### src/rtl/hazard_ctrl.sv
// Hazard and control unit for the five-stage LC-3b pipeline.
// Produces EX operand-forwarding selects and the load/clear strobes for every
// pipeline register. It tracks data-memory waits, branch redirects that must
// wait for an outstanding instruction fetch, and stall/flush counts.
module hazard_ctrl #(
  parameter int CNT_W = 16
) (
  input  logic             clk,
  input  logic             rst_n,
  input  logic [2:0]       src1_EX,
  input  logic [2:0]       src2_EX,
  input  logic             use1_EX,
  input  logic             use2_EX,
  input  logic [2:0]       dest_EX,
  input  logic             regwr_EX,
  input  logic             load_EX,
  input  logic [2:0]       src1_ID,
  input  logic [2:0]       src2_ID,
  input  logic             use1_ID,
  input  logic             use2_ID,
  input  logic [2:0]       dest_MEM,
  input  logic             regwr_MEM,
  input  logic [2:0]       dest_WB,
  input  logic             regwr_WB,
  input  logic             br_valid_EX,
  input  logic             br_taken_EX,
  input  logic             prediction_EX,
  input  logic             imem_resp,
  input  logic             dmem_req_MEM,
  input  logic             dmem_resp,
  output logic [1:0]       fwd_a_sel,
  output logic [1:0]       fwd_b_sel,
  output logic             redirect,
  output logic             pc_load,
  output logic             if_id_load,
  output logic             id_ex_load,
  output logic             ex_mem_load,
  output logic             mem_wb_load,
  output logic             if_id_clear,
  output logic             id_ex_clear,
  output logic             ex_mem_clear,
  output logic [CNT_W-1:0] stall_cnt,
  output logic [CNT_W-1:0] flush_cnt
);

  typedef enum logic [0:0] {RUN, DWAIT} state_t;

  state_t state, state_nxt;
  logic   redirect_pending, pending_nxt;
  logic   load_use, mispredict, data_stall;

  // Newest producer wins: EX/MEM is checked before MEM/WB. R0 is not special.
  function automatic logic [1:0] fwd_sel(input logic use_src, input logic [2:0] src,
                                         input logic wr_mem, input logic [2:0] d_mem,
                                         input logic wr_wb, input logic [2:0] d_wb);
    if (use_src && wr_mem && (d_mem == src))   return 2'b01;
    else if (use_src && wr_wb && (d_wb == src)) return 2'b10;
    else                                        return 2'b00;
  endfunction

  function automatic logic [CNT_W-1:0] sat_inc(input logic [CNT_W-1:0] v);
    return (&v) ? v : v + CNT_W'(1);
  endfunction

  // Hazard detection; a frozen pipe keeps EX intact so these re-evaluate after release.
  always_comb begin
    load_use   = load_EX && regwr_EX &&
                 ((use1_ID && (src1_ID == dest_EX)) || (use2_ID && (src2_ID == dest_EX)));
    mispredict = br_valid_EX && (br_taken_EX != prediction_EX);
    data_stall = ((state == RUN) && dmem_req_MEM && !dmem_resp) ||
                 ((state == DWAIT) && !dmem_resp);
  end

  // Next-state logic for the data-memory FSM and the pending-redirect flag.
  always_comb begin
    state_nxt   = state;
    pending_nxt = redirect_pending;
    case (state)
      RUN:     if (dmem_req_MEM && !dmem_resp) state_nxt = DWAIT;
      DWAIT:   if (dmem_resp)                  state_nxt = RUN;
      default:                                 state_nxt = RUN;
    endcase
    if (!data_stall) begin
      if (mispredict)                        pending_nxt = !imem_resp;
      else if (redirect_pending && imem_resp) pending_nxt = 1'b0;
    end
  end

  // Forwarding selects and pipeline strobes, in hazard priority order.
  always_comb begin
    fwd_a_sel    = fwd_sel(use1_EX, src1_EX, regwr_MEM, dest_MEM, regwr_WB, dest_WB);
    fwd_b_sel    = fwd_sel(use2_EX, src2_EX, regwr_MEM, dest_MEM, regwr_WB, dest_WB);
    redirect     = 1'b0;
    pc_load      = 1'b1;
    if_id_load   = 1'b1;
    id_ex_load   = 1'b1;
    ex_mem_load  = 1'b1;
    mem_wb_load  = 1'b1;
    if_id_clear  = 1'b0;
    id_ex_clear  = 1'b0;
    ex_mem_clear = 1'b0;
    if (!rst_n) begin
      fwd_a_sel    = 2'b00;
      fwd_b_sel    = 2'b00;
      pc_load      = 1'b0;
      if_id_load   = 1'b0;
      id_ex_load   = 1'b0;
      ex_mem_load  = 1'b0;
      mem_wb_load  = 1'b0;
      if_id_clear  = 1'b1;
      id_ex_clear  = 1'b1;
      ex_mem_clear = 1'b1;
    end else if (data_stall) begin
      pc_load     = 1'b0;
      if_id_load  = 1'b0;
      id_ex_load  = 1'b0;
      ex_mem_load = 1'b0;
      mem_wb_load = 1'b0;
    end else if (mispredict) begin
      redirect    = 1'b1;
      if_id_clear = 1'b1;
      id_ex_clear = 1'b1;
      pc_load     = imem_resp;
    end else if (redirect_pending) begin
      // Discard the stale fetch once it lands, then steer the PC to the target.
      if (imem_resp) begin
        redirect    = 1'b1;
        if_id_clear = 1'b1;
        id_ex_clear = 1'b1;
      end else begin
        pc_load     = 1'b0;
        if_id_load  = 1'b0;
        id_ex_clear = 1'b1;
      end
    end else if (load_use || !imem_resp) begin
      pc_load     = 1'b0;
      if_id_load  = 1'b0;
      id_ex_clear = 1'b1;
    end
  end

  // Control state registers.
  always_ff @(posedge clk or negedge rst_n) begin
    if (!rst_n) begin
      state            <= RUN;
      redirect_pending <= 1'b0;
    end else begin
      state            <= state_nxt;
      redirect_pending <= pending_nxt;
    end
  end

  // Saturating performance counters.
  always_ff @(posedge clk or negedge rst_n) begin
    if (!rst_n) begin
      stall_cnt <= '0;
      flush_cnt <= '0;
    end else begin
      if (!pc_load || !if_id_load) stall_cnt <= sat_inc(stall_cnt);
      if (redirect)                flush_cnt <= sat_inc(flush_cnt);
    end
  end

endmodule

### config.mk
export PLATFORM = sky130hd
export DESIGN_NAME = hazard_ctrl
export DESIGN_NICKNAME = d
export VERILOG_FILES = /design/src/rtl/hazard_ctrl.sv
export SDC_FILE = /design/constraint.sdc
export NUM_CORES = 1
export LEC_CHECK = 0
export ABC_CLOCK_PERIOD_IN_PS = 4400
export BUFFER_PORTS_ARGS = -buffer_cell sky130_fd_sc_hd__clkbuf_2
export CORE_ASPECT_RATIO = 0.9
export CORE_UTILIZATION = 54
export CTS_BUF_LIST = sky130_fd_sc_hd__clkbuf_8
export DETAILED_ROUTE_END_ITERATION = 8
export PLACE_DENSITY_LB_ADDON = 0.08
export SLEW_MARGIN = 20
export SYNTH_ARGS = -nofsm -noshare
export SYNTH_HDL_FRONTEND = slang
export SYNTH_SLANG_ARGS = --single-unit
### constraint.sdc
create_clock -name clk -period 4.4 [get_ports clk]
set_clock_uncertainty 0.2 [all_clocks]
set_input_delay 0.44 -clock clk [delete_from_list [all_inputs] [get_ports clk]]
set_output_delay 0.44 -clock clk [all_outputs]
set_load 0.03 [all_outputs]
==> results.sh <==
export IMPL_final_common_cell="clkbuf_2"
export IMPL_drt_pass1_iterations=4
export IMPL_worst_pin_slew_ps=540.6
export IMPL_wl_per_cell_um=12.71
export IMPL_r2r_end="stall_cnt[1]$_DFFE_PN0P_"
export IMPL_worstRegToRegCells=6
export IMPL_syn_area_mm2=0.001999
export IMPL_finalSetupViolations=0
export IMPL_rsz0062_at_grt="no"
export IMPL_synth_seq_area_share_pct=42.55
export IMPL_drv_cap=0
export IMPL_yosys_warnings=0
export IMPL_arrival_ps=1760
export IMPL_clkTransAtPathRegs_ps=60
export IMPL_num_rows=20
export IMPL_crit_path_end_kind="primary output"
export IMPL_irDropWorstVdd_v=0.0003902
export IMPL_reg2reg_slack_ps=2120
export IMPL_clkPwrFrac_pct=18.4
export IMPL_cp_max_fo=8
export IMPL_dieArea_mm2=0.003950
export IMPL_nets=321
export IMPL_fin_tns_setup_ps=0
export IMPL_viasPerCell=5.390
export IMPL_synthArstFlopShare_pct=100.0
export IMPL_ys_ff_latch=34
export IMPL_initial_core_util_pct=57.90
export IMPL_core_area_mm2=0.003453
export IMPL_outcome="finished, final reports clean"
export IMPL_start_kind="flop"
export IMPL_cts_buffers_inserted=5
export IMPL_drive_gt1_share_pct=36.88
export IMPL_p_leak_nw=1.262
export IMPL_clockRootBuffer="clkbuf_8"
export IMPL_synth_main_ff_cell="dfrtp_1"
export IMPL_final_cell_area_mm2=0.002529
export IMPL_slew_headroom_pct=63.79
export IMPL_track_usage_pct=23.40
export IMPL_gp_congestion=0.7813
export IMPL_vias=1757
export IMPL_drcViolationCount=0
export IMPL_die_y_um=59.73
export IMPL_sw_frac_of_total_pct=43.20
export IMPL_cts_repair_resized=0
export IMPL_max_clock_freq_mhz=416.4
export IMPL_grt_pass1_vias=1575
export IMPL_hold_class="in2async"
export IMPL_antenna_found_initial=0
export IMPL_critPathSlowestCell="dfrtp_1"
export IMPL_min_period_ps=2402
export IMPL_drtIter0Drc=63
export IMPL_cp_data_required_time_ps=3760
export IMPL_r2r_start="stall_cnt[0]$_DFFE_PN0P_"
export IMPL_seqPwrFrac_pct=42.8
export IMPL_path_cells="o21bai_2 -> nand2_1 -> inv_1 -> nand2_1 -> a21o_1 -> inv_1 -> clkbuf_2"
export IMPL_critPathTopFamily="buffers and inverters"
export IMPL_dpl_cell_area_mm2=0.002452
export IMPL_grt_overflow=0
export IMPL_report_final_hold_viol_count=0
export IMPL_final_cell_mix="clkbuf_2, dfrtp_1, xnor2_1"
export IMPL_io_buffers=81
export IMPL_ioPinCount=82
export IMPL_routed_wl_um=4143
export IMPL_cts_tree="built"
export IMPL_slowest_delay_ps=370
export IMPL_comb_power_share_pct=38.8
export IMPL_syn_avg_cell_area_um2=10.25
export IMPL_drv_slew=0
export IMPL_cts_buffer_depth=2
export IMPL_dp_hpwl_um=3327
export IMPL_p_int_w=0.0006394
export IMPL_dieWidth_um=66.14
export IMPL_synth_cell_types=37
export IMPL_grt_pass1_wl_um=6782
export IMPL_holdBufCountCts=0
export IMPL_critical_path_depth=7
export IMPL_cts_htree_levels=2
export IMPL_powerDensity_mw_per_mm2=445.2
export IMPL_post_cts_buffers=0
export IMPL_criticalPathCategory="reg2out"
export IMPL_p_sw_w=0.0004863
export IMPL_drtAntennaViolNets=0
export IMPL_finalCritPeriodShare_pct=54.58
export IMPL_synth_edff_count=0
export IMPL_area_growth_pct=26.47
export IMPL_insertion_delay_ps=290
export IMPL_synth_cells=195
export IMPL_synth_nets=234
export IMPL_grt_max_degree=37
export IMPL_worst_path_buf_inv=3
export IMPL_cts_sinks=34
export IMPL_diodes=0
[per-layer routing]
| layer | routed length (um) | track usage [%] | vias up |
|---|---|---|---|
| li1 | - | - | 858 |
| met1 | 1887 | 30.20 | 817 |
| met2 | 1841 | 37.46 | 75 |
| met3 | 350 | 6.679 | 7 |
| met4 | 63 | 9.119 | 0 |
| met5 | 0 | 0 | - |
[layout make-up]
type / count / area [um^2]
timing repair buffer: 82 / 412.9
fill: 277 / 924.6
inverter: 7 / 26.28
clock buffer: 5 / 68.82
clock inverter: 2 / 7.507
sequential: 34 / 850.8
tap: 44 / 55.05
multi-input combinational: 152 / 1107
[power groups by stage]
stage	clock network [W]	logic [W]	registers [W]
6_report	0.000207	0.000437	0.000482
5_1_grt	0.000226	0.000474	0.000495
4_1_cts	0.000212	0.000443	0.000482
3_5_place_dp	0	0.000441	0.000485
3_3_place_gp	0	0.000432	0.000484
2_1_floorplan	0	0.000182	0.000596
[kinds of logic after synthesis]
group	Yosys count	synth area share (%)
xor+xnor	48	21.03
simple gates	84	25.78
fa+ha+maj	2	1.251
mux	2	1.314
flops	34	42.55
buf+inv	9	2.065
compound gates	16	6.008
[metrics by stage]
step / util (%) / hold slack [ps] / std cells / total power, W / worst slack, ps
6_report: 73.22 / 94.07 / 326 / 0.001126 / 1998
3_5_place_dp: 71.01 / 276.6 / 319 / 0.0009265 / 2084
2_1_floorplan: - / -55.59 / 195 / 0.0007777 / 1968
4_1_cts: 73.22 / 110.4 / 326 / 0.001136 / 1990
5_1_grt: 73.22 / 135.1 / 326 / 0.001195 / 1880
3_3_place_gp: 71.01 / 272.7 / 319 / 0.0009163 / 2105
[worst max path at each step]
stage / slack, ps / end / start
CTS: 1990 / pc_load / state$_DFF_PN0_
detailed placement: 2080 / id_ex_clear / dest_EX[1]
floorplan: 1970 / id_ex_clear / dest_EX[0]
global route: 1880 / pc_load / state$_DFF_PN0_
finish: 2000 / pc_load / state$_DFF_PN0_
global placement: 2110 / id_ex_clear / dest_EX[0]
[registers in the layout, indices dropped and copies added, names as in the netlist]
signal	flops
stall_cnt	16
flush_cnt	16
state	1
redirect_pending	1
[synth_stat cells (4+ instances only)]
cell	count	share of area, %
nor3_2	4	2.0
dfrtp_1	34	43
nor2_1	10	1.9
and3_1	4	1.3
a21oi_1	5	1.3
xnor2_1	29	13
inv_1	7	1.3
nand3_1	14	3.5
o21ai_0	4	1.0
nor4_1	4	1.3
xor2_1	19	8.3
nand2_1	15	2.8
nand4_1	12	3.8
nor3_1	6	1.5
No activity file was read; power rests on OpenSTA's default activity.
